[src/rtl/fpu_pkg.sv]
// Shared widths, GRS bit positions, rounding-mode encoding and IEEE-754 constants
// for the single-precision add/sub datapath.
package fpu_pkg;

  localparam int DATA_WIDTH = 32;
  localparam int MENT_WIDTH = 23;
  localparam int EXPO_WIDTH = 8;
  localparam int GRS_WIDTH  = 3;

  localparam int GRS_G = 2;
  localparam int GRS_R = 1;
  localparam int GRS_S = 0;

  typedef enum logic [1:0] {
    RNE = 2'b00,
    RTZ = 2'b01,
    RUP = 2'b10,
    RDN = 2'b11
  } round_mode_t;

  localparam logic [EXPO_WIDTH-1:0] EXP_ALL_ONES   = '1;
  localparam logic [EXPO_WIDTH-1:0] EXP_MAX_FINITE = EXP_ALL_ONES - EXPO_WIDTH'(1);
  localparam logic [DATA_WIDTH-1:0] QNAN_DEFAULT   = 32'h7FC0_0000;

  function automatic logic [DATA_WIDTH-1:0] pack_fp(
    input logic                  sign,
    input logic [EXPO_WIDTH-1:0] expo,
    input logic [MENT_WIDTH-1:0] frac
  );
    return {sign, expo, frac};
  endfunction

endpackage

[src/rtl/addition_round_decide.sv]
// Combinational rounding decision: given sign, fraction LSB, GRS bits and the
// rounding mode, decide whether to increment the fraction and whether the result is inexact.
module addition_round_decide
  import fpu_pkg::*;
(
  input  logic                 sign,
  input  logic                 lsb,
  input  logic [GRS_WIDTH-1:0] grs,
  input  round_mode_t          mode,
  output logic                 inc,
  output logic                 inexact
);

  always_comb begin
    inexact = |grs;
    inc     = 1'b0;
    unique case (mode)
      RNE:     inc = grs[GRS_G] & (grs[GRS_R] | grs[GRS_S] | lsb);
      RTZ:     inc = 1'b0;
      RUP:     inc = ~sign & (|grs);
      RDN:     inc = sign & (|grs);
      default: inc = 1'b0;
    endcase
  end

endmodule

[src/rtl/addition_round_stage.sv]
// Stage 5 of the FP add/sub datapath: round, renormalize on carry-out, saturate on
// overflow and pack the IEEE-754 word. Optional FPU_ROUND_MODE_EN adds round_mode_in.
module addition_round_stage
  import fpu_pkg::*;
(
  input  logic                  clk_in,
  input  logic                  rst_n_in,
  input  logic                  valid_in,
  output logic                  ready_out,
  input  logic                  sign_in,
  input  logic [EXPO_WIDTH-1:0] exponent_in,
  input  logic [MENT_WIDTH-1:0] mentissa_in,
  input  logic [GRS_WIDTH-1:0]  grs_in,
  input  logic                  zero_in,
`ifdef FPU_ROUND_MODE_EN
  input  logic [1:0]            round_mode_in,
`endif
  output logic                  valid_out,
  input  logic                  ready_in,
  output logic [DATA_WIDTH-1:0] floating_round_out,
  output logic                  overflow_out,
  output logic                  inexact_out
);

  // Handshake: a word moves on valid & ready at a rising edge. A stage may load
  // when it is empty or the stage after it is draining this cycle; ready_out is
  // derived only from stage valids and ready_in, never from input data.
  logic adv1;
  logic adv2;

  logic                  s1_valid;
  logic                  s1_sign;
  logic [EXPO_WIDTH-1:0] s1_exp;
  logic [MENT_WIDTH:0]   s1_frac;
  logic                  s1_pass;
  logic                  s1_inexact;
  logic                  s1_sat;

  assign adv2      = ~valid_out | ready_in;
  assign adv1      = ~s1_valid | adv2;
  assign ready_out = adv1;

  // ---------------- stage 1: round decision ----------------
  round_mode_t           mode;
  logic                  special;
  logic                  pass;
  logic                  dec_inc;
  logic                  dec_inexact;
  logic                  inc;
  logic                  inexact_next;
  logic [MENT_WIDTH:0]   frac_next;
  logic [EXPO_WIDTH-1:0] exp_next;
  logic                  sat_next;

`ifdef FPU_ROUND_MODE_EN
  assign mode = round_mode_t'(round_mode_in);
`else
  assign mode = RNE;
`endif

  assign special = (exponent_in == EXP_ALL_ONES);
  assign pass    = special | zero_in;

  addition_round_decide u_decide (
    .sign    (sign_in),
    .lsb     (mentissa_in[0]),
    .grs     (grs_in),
    .mode    (mode),
    .inc     (dec_inc),
    .inexact (dec_inexact)
  );

  assign inc          = dec_inc & ~pass;
  assign inexact_next = dec_inexact & ~pass;
  assign exp_next     = zero_in ? '0 : exponent_in;
  assign frac_next    = zero_in ? '0 : ({1'b0, mentissa_in} + (MENT_WIDTH + 1)'(inc));

`ifdef FPU_ROUND_MODE_EN
  // A max-finite magnitude with discarded bits overflows even when the mode
  // refuses to increment; stage 2 then clamps to max finite instead of infinity.
  assign sat_next = ~pass & ~inc & (mode != RNE) & (|grs_in) &
                    (exponent_in == EXP_MAX_FINITE) & (&mentissa_in);
`else
  assign sat_next = 1'b0;
`endif

  always_ff @(posedge clk_in or negedge rst_n_in) begin
    if (!rst_n_in) begin
      s1_valid   <= 1'b0;
      s1_sign    <= 1'b0;
      s1_exp     <= '0;
      s1_frac    <= '0;
      s1_pass    <= 1'b0;
      s1_inexact <= 1'b0;
      s1_sat     <= 1'b0;
    end else if (adv1) begin
      s1_valid <= valid_in;
      if (valid_in) begin
        s1_sign    <= sign_in;
        s1_exp     <= exp_next;
        s1_frac    <= frac_next;
        s1_pass    <= pass;
        s1_inexact <= inexact_next;
        s1_sat     <= sat_next;
      end
    end
  end

  // ---------------- stage 2: renormalize and pack ----------------
  logic                  carry;
  logic [EXPO_WIDTH-1:0] exp_r;
  logic [MENT_WIDTH-1:0] frac_r;
  logic [DATA_WIDTH-1:0] word_next;
  logic                  ovf_next;

  assign carry  = s1_frac[MENT_WIDTH];
  assign exp_r  = s1_exp + EXPO_WIDTH'(carry);
  assign frac_r = carry ? '0 : s1_frac[MENT_WIDTH-1:0];

  always_comb begin
    word_next = pack_fp(s1_sign, exp_r, frac_r);
    ovf_next  = 1'b0;
    if (!s1_pass && exp_r == EXP_ALL_ONES) begin
      word_next = pack_fp(s1_sign, EXP_ALL_ONES, '0);
      ovf_next  = 1'b1;
    end else if (s1_sat) begin
      word_next = pack_fp(s1_sign, EXP_MAX_FINITE, '1);
      ovf_next  = 1'b1;
    end
  end

  always_ff @(posedge clk_in or negedge rst_n_in) begin
    if (!rst_n_in) begin
      valid_out          <= 1'b0;
      floating_round_out <= '0;
      overflow_out       <= 1'b0;
      inexact_out        <= 1'b0;
    end else if (adv2) begin
      valid_out <= s1_valid;
      if (s1_valid) begin
        floating_round_out <= word_next;
        overflow_out       <= ovf_next;
        inexact_out        <= s1_inexact;
      end
    end
  end

endmodule

[config.mk]
export PLATFORM = sky130hd
export DESIGN_NAME = addition_round_stage
export DESIGN_NICKNAME = d
export VERILOG_FILES = /design/src/rtl/fpu_pkg.sv /design/src/rtl/addition_round_decide.sv /design/src/rtl/addition_round_stage.sv
export SDC_FILE = /design/constraint.sdc
export NUM_CORES = 1
export LEC_CHECK = 0
export CAP_MARGIN = 0
export CORE_MARGIN = 2
export CORE_UTILIZATION = 52
export CTS_BUF_LIST = sky130_fd_sc_hd__clkbuf_8 sky130_fd_sc_hd__clkbuf_16
export CTS_CLUSTER_SIZE = 30
export DETAILED_ROUTE_END_ITERATION = 10
export PLACE_DENSITY = 0.77
export SYNTH_ARGS = -nofsm -noshare
export SYNTH_HDL_FRONTEND = slang
export SYNTH_SLANG_ARGS = --single-unit
[constraint.sdc]
create_clock -name clk_in -period 2.58 [get_ports clk_in]
set_input_delay 0.516 -clock clk_in [delete_from_list [all_inputs] [get_ports clk_in]]
set_output_delay 0.516 -clock clk_in [all_outputs]
set_load 0.01 [all_outputs]
* Word level (Yosys, flattened, before mapping)
Cells that the tools add are included.
Storage, ports and cells: flip-flop bits (word level) 71, bits of input ports 40, output and inout port bits 36, logic and storage cells 35
Cells by class: add/subtract/negate cells 2, equal/unequal tests 2, muxes and demuxes 5, bitwise operators 11, reduce and logical (&&, ||, !) cells 5
Operators by type and width (number):
- $mux W31 | 1
- $add A23 B1 Y24 | 1
- $mux W24 | 1
- $mux W23 | 1
- $eq A8 B8 Y1 const B | 2
- $add A8 B1 Y8 | 1
- $mux W8 | 1
- $or A1 B1 Y1 | 5
- $reduce_and A2 Y1 | 2
- $and A1 B1 Y1 | 3
- $not A1 Y1 | 3
- $reduce_or A3 Y1 | 1
- $logic_and A1 B1 Y1 | 1
- $logic_not A1 Y1 | 1
- $mux W1 | 1

* Depth between registers and ports, before layout
depth after elaboration 6, mapped depth 11, mapped depth without buffers 10

* Modules after synthesis
From an unflattened synthesis, not the netlist that was laid out.
Second synthesis, totals: cells, all modules 419, area, all modules 4017.6 sq um
By module, submodules not included:
- addition_round_stage | times used 1, cells an instance 412, area each 3977.6 sq um, seq. area each 1776.7 sq um
- addition_round_decide | times used 1, cells an instance 7, area each 40.0 sq um, seq. area each 0.0 sq um

* Worst setup path after synthesis
No wires, ideal clock.
kind input to register, from in zero_in, to reg s1_frac[20], setup time 0.069 ns, arrival 2.910 ns, data required time 2.511 ns, path slack -0.399 ns, stages on the path 11, path buffers 3, cells stage by stage clkbuf_1 -> clkbuf_1 -> nor2_1 -> o311a_1 -> ha_1 -> ha_1 -> nand4_2 -> or4_1 -> buf_2 -> or4_1 -> nand3_1
Between the ends: longest elaborated chain between the ends 5
RTL lines:
- start: declaration | RTL line addition_round_stage.sv:14 | input logic zero_in,
- $or A1 B1 Y1 | RTL line addition_round_stage.sv:62 | assign pass = special | zero_in;
- $not A1 Y1 | RTL line addition_round_stage.sv:73 | assign inc = dec_inc & ~pass;
- $and A1 B1 Y1 | RTL line addition_round_stage.sv:73
- $add A23 B1 Y24 | RTL line addition_round_stage.sv:76 | assign frac_next = zero_in ? '0 : ({1'b0, mentissa_in} + (MENT_WIDTH + 1)'(inc));
- $mux W24 * | RTL line addition_round_stage.sv:76
- end signal: assignment | RTL line addition_round_stage.sv:101 | s1_frac <= frac_next;
- end: declaration | RTL line addition_round_stage.sv:34 | logic [MENT_WIDTH:0] s1_frac;
Mark *: on every way between the ends. The rest lies on a longest branch, timed or not. A chain may end at the register's enable or synchronous reset.

* Worst setup path in the final report
from in grs_in[1], to reg s1_frac[21]
Between the ends: longest elaborated chain between the ends 6
RTL lines:
- start: declaration | RTL line addition_round_stage.sv:13 | input logic [GRS_WIDTH-1:0] grs_in,
- $or A1 B1 Y1 (2 in a row) | RTL line addition_round_decide.sv:18 | RNE: inc = grs[GRS_G] & (grs[GRS_R] | grs[GRS_S] | lsb);
- $and A1 B1 Y1 | RTL line addition_round_decide.sv:18
- $and A1 B1 Y1 | RTL line addition_round_stage.sv:73
- $add A23 B1 Y24 | RTL line addition_round_stage.sv:76
- $mux W24 | RTL line addition_round_stage.sv:76
Every way passes these cells.

==> impl_metrics.json <==
{
  "power_density_nw_per_um2": 619,
  "cts_buffers": 9,
  "critPathKind": "input pin to flop",
  "synth_top_area_cell": "dfrtp_1",
  "synthCells": 455,
  "yosys_register_bits": 71,
  "crit_fanout": 6,
  "synth_cell_type_count": 39,
  "die_area_um2": 8170,
  "post-route-min-period_ps": 2500,
  "rr_worst_depth": 7,
  "area_delta_synth_final_pct": 33.7,
  "final_antenna_net_count": 0,
  "core_um2": 7250,
  "tightest_slew_ps": 507,
  "drt_iter0_drc": 306,
  "synth_area_per_cell_um2": 8.52,
  "max-vdd-ir-drop_mv": 0.344,
  "maxCapViolations": 0,
  "grt_pass1_vias": 3447,
  "rsz0062_at_grt": "no",
  "synth_common_cells": "nand2_1 (117), dfrtp_1 (71), clkbuf_1 (33)",
  "r2r_start": "s1_exp[0]",
  "timing.setup.tns_ps": 0,
  "synth_nets": 499,
  "clock-sinks": 71,
  "htree_levels": 3,
  "max_freq_ghz": 0.400,
  "p_comb_share_pct": 24.8,
  "initial_core_util_pct": 53.5,
  "crit_required_ps": 2810,
  "p_clk_share_pct": 31.4,
  "reg2reg_slack_ps": 320,
  "p_sw_share_pct": 28.2,
  "synthFlopType": "dfrtp_1",
  "drt-total-wl_mm": 9.75,
  "status": "complete, no violations",
  "wl_per_cell_um": 15.1,
  "cp-startpoint": "grs_in[1]",
  "slew_headroom_pct": 66.0,
  "die_w_um": 90.4,
  "clk_latency_ps": 350,
  "dr.pass1.iters": 4,
  "grt_max_degree": 72,
  "grtUsageTotal_pct": 25.3,
  "cts_hold_buf": 0,
  "slew_viol_final": 0,
  "finalSetupViolCount": 0,
  "setup_ws_ps": 81.6,
  "detailroute.via_count": 3642,
  "portBuffers": 75,
  "finalHoldViolations": 0,
  "synth.cell_area_um2": 3880,
  "clockBufferDepth": 2,
  "post-place-ws_ps": -498,
  "arrival_ps": 2730,
  "r2r_end": "floating_round_out[14]",
  "internal-power_mw": 2.30,
  "dpl.hpwl_mm": 6.81,
  "drc": 0,
  "antenna_found_initial": 0,
  "drive_above_1_share_pct": 11.0,
  "die_y_um": 90.4,
  "cp-end-kind": "flop",
  "ys_warn_count": 0,
  "nNetsFinal": 586,
  "p_seq_share_pct": 43.8,
  "vias_per_cell": 5.64,
  "fillers": 593,
  "gp_congestion": 0.877,
  "fin_hold_ws_ps": 169,
  "antennaDiodeCount": 0,
  "cts_root_buffer": "clkbuf_8",
  "grt_first_pass_wirelength_mm": 16.9,
  "synthArstFlopShare_pct": 100,
  "fin_crit_sh_pct": 96.8,
  "p_leak_nw": 2.17,
  "yosysMostFrequentCell": "nand2_1",
  "synth.top_cell.area_share_pct": 45.8,
  "hold_class": "input pin to asynchronous set/reset pin",
  "cts_tree": "yes",
  "critPathLaunchType": "input pin",
  "synth_edf_count": 0,
  "grt.overflow.total": 0,
  "switching_power_uw": 905,
  "yosys-top-cells-area": "dfrtp_1 (46%), nand2_1 (11%), o211ai_1 (5.4%)",
  "io_pins": 76,
  "clkTransAtPathRegs_ps": 70,
  "synth_seq_area_share_pct": 45.8,
  "fp-row-count": 31,
  "fin_skew_ps": 10.6
}
## layer usage
layer  track usage, %  vias to the layer above  share of wire, %
met1             37.7                     1701                47
met4             8.33                        0               1.8
met5                0                        -                 0
li1                 -                     1791                 -
met2             37.4                      132                46
met3             4.84                       18               5.4
## critical path, stage by stage
cell             delay [ps]
clkdlybuf4s50_1         520
o311a_1                 220
ha_4                    160
buf_4                   110
nand2_1                  60
or4_1                   530
o311a_1                 340
a221o_1                 260
## area by class of cell
type / instances / area, um^2 / area share [%]
Clock buffer: 11 / 151 / 2.92
Clock inverter: 5 / 72.6 / 1.40
Inverter: 6 / 22.5 / 0.434
Multi-Input combinational cell: 343 / 2000 / 38.5
Sequential cell: 71 / 1780 / 34.3
Tap cell: 99 / 124 / 2.39
Timing Repair Buffer: 111 / 1040 / 20.1
## layout by cell type, fill, tap and decap left out, types with 2 or more instances in the layout
cell,netlist,final
buf_12,0,3
clkdlybuf4s50_1,0,65
o311a_1,2,2
clkbuf_8,0,11
bufinv_16,0,2
buf_4,0,33
nor2b_1,29,28
nand4_1,31,31
o31ai_1,5,5
o311ai_1,2,2
ha_1,4,2
nor3_1,6,6
nand2_1,117,117
xor2_1,6,6
nor2_1,13,11
and3_1,4,4
ha_4,0,2
o21ai_0,25,25
or4_1,10,9
o211ai_1,28,28
dfrtp_1,71,71
nand2b_1,2,2
inv_1,5,7
a221o_1,4,4
nand3_1,20,20
xnor2_1,11,11
nor4_1,4,4
and4_1,3,3
a21oi_1,3,3
and3b_1,2,2
dlygate4sd2_1,0,9
## what timing repair did
item                                    4_1_cts  5_1_grt
pin swaps                                     8        1
setup buffers                                 2        0
hold endpoints to repair                      0        0
endpoints found under the setup margin        6        3
cloned                                        0        0
gates resized for setup                      12        0
## how the worst max path moves through the flow
stage | slack [ps] | end
after floorplan | -70 | s1_frac[20]
after global placement | -410 | s1_frac[20]
after detailed placement | -500 | s1_frac[16]
after CTS | 30 | s1_frac[16]
after global routing | 6 | s1_frac[21]
final | 80 | s1_frac[21]
## registers in the layout (all words and copies together), names as in the netlist
| register | flops |
|---|---|
| overflow_out | 1 |
| s1_inexact | 1 |
| floating_round_out | 32 |
| s1_frac | 24 |
| inexact_out | 1 |
| s1_pass | 1 |
| s1_valid | 1 |
| s1_exp | 8 |
| valid_out | 1 |
| s1_sign | 1 |
## power by group through the flow
stage | clock, mW | combinational, mW | sequential (mW)
finish | 1.01 | 0.798 | 1.40
global route | 1.06 | 0.880 | 1.43
CTS | 1.01 | 0.804 | 1.40
detailed placement | 0 | 0.802 | 1.43
global placement | 0 | 0.780 | 1.42
floorplan | 0 | 0.323 | 1.45
## stage by stage
step | util [%] | instances | power (mW) | instance area [um^2]
after detailed placement | 68.1 | 628 | 2.23 | 4940
after global placement | 68.1 | 628 | 2.20 | 4940
after global routing | 71.5 | 646 | 3.37 | 5180
after CTS | 71.5 | 646 | 3.22 | 5180
final | 71.5 | 646 | 3.21 | 5180
after floorplan | - | 455 | 1.77 | 3940
## cell families (layout without fill, tap and decap cells)
| family | after synthesis | count (layout) | share of synthesized area (%) |
|---|---|---|---|
| flops | 71 | 71 | 45.8 |
| buf+inv | 41 | 133 | 4.03 |
| compound gates | 74 | 74 | 13.1 |
| xor+xnor | 17 | 17 | 3.84 |
| fa+ha+maj | 4 | 4 | 1.29 |
| simple gates | 248 | 248 | 31.9 |
No activity file was read; power rests on OpenSTA's default activity.
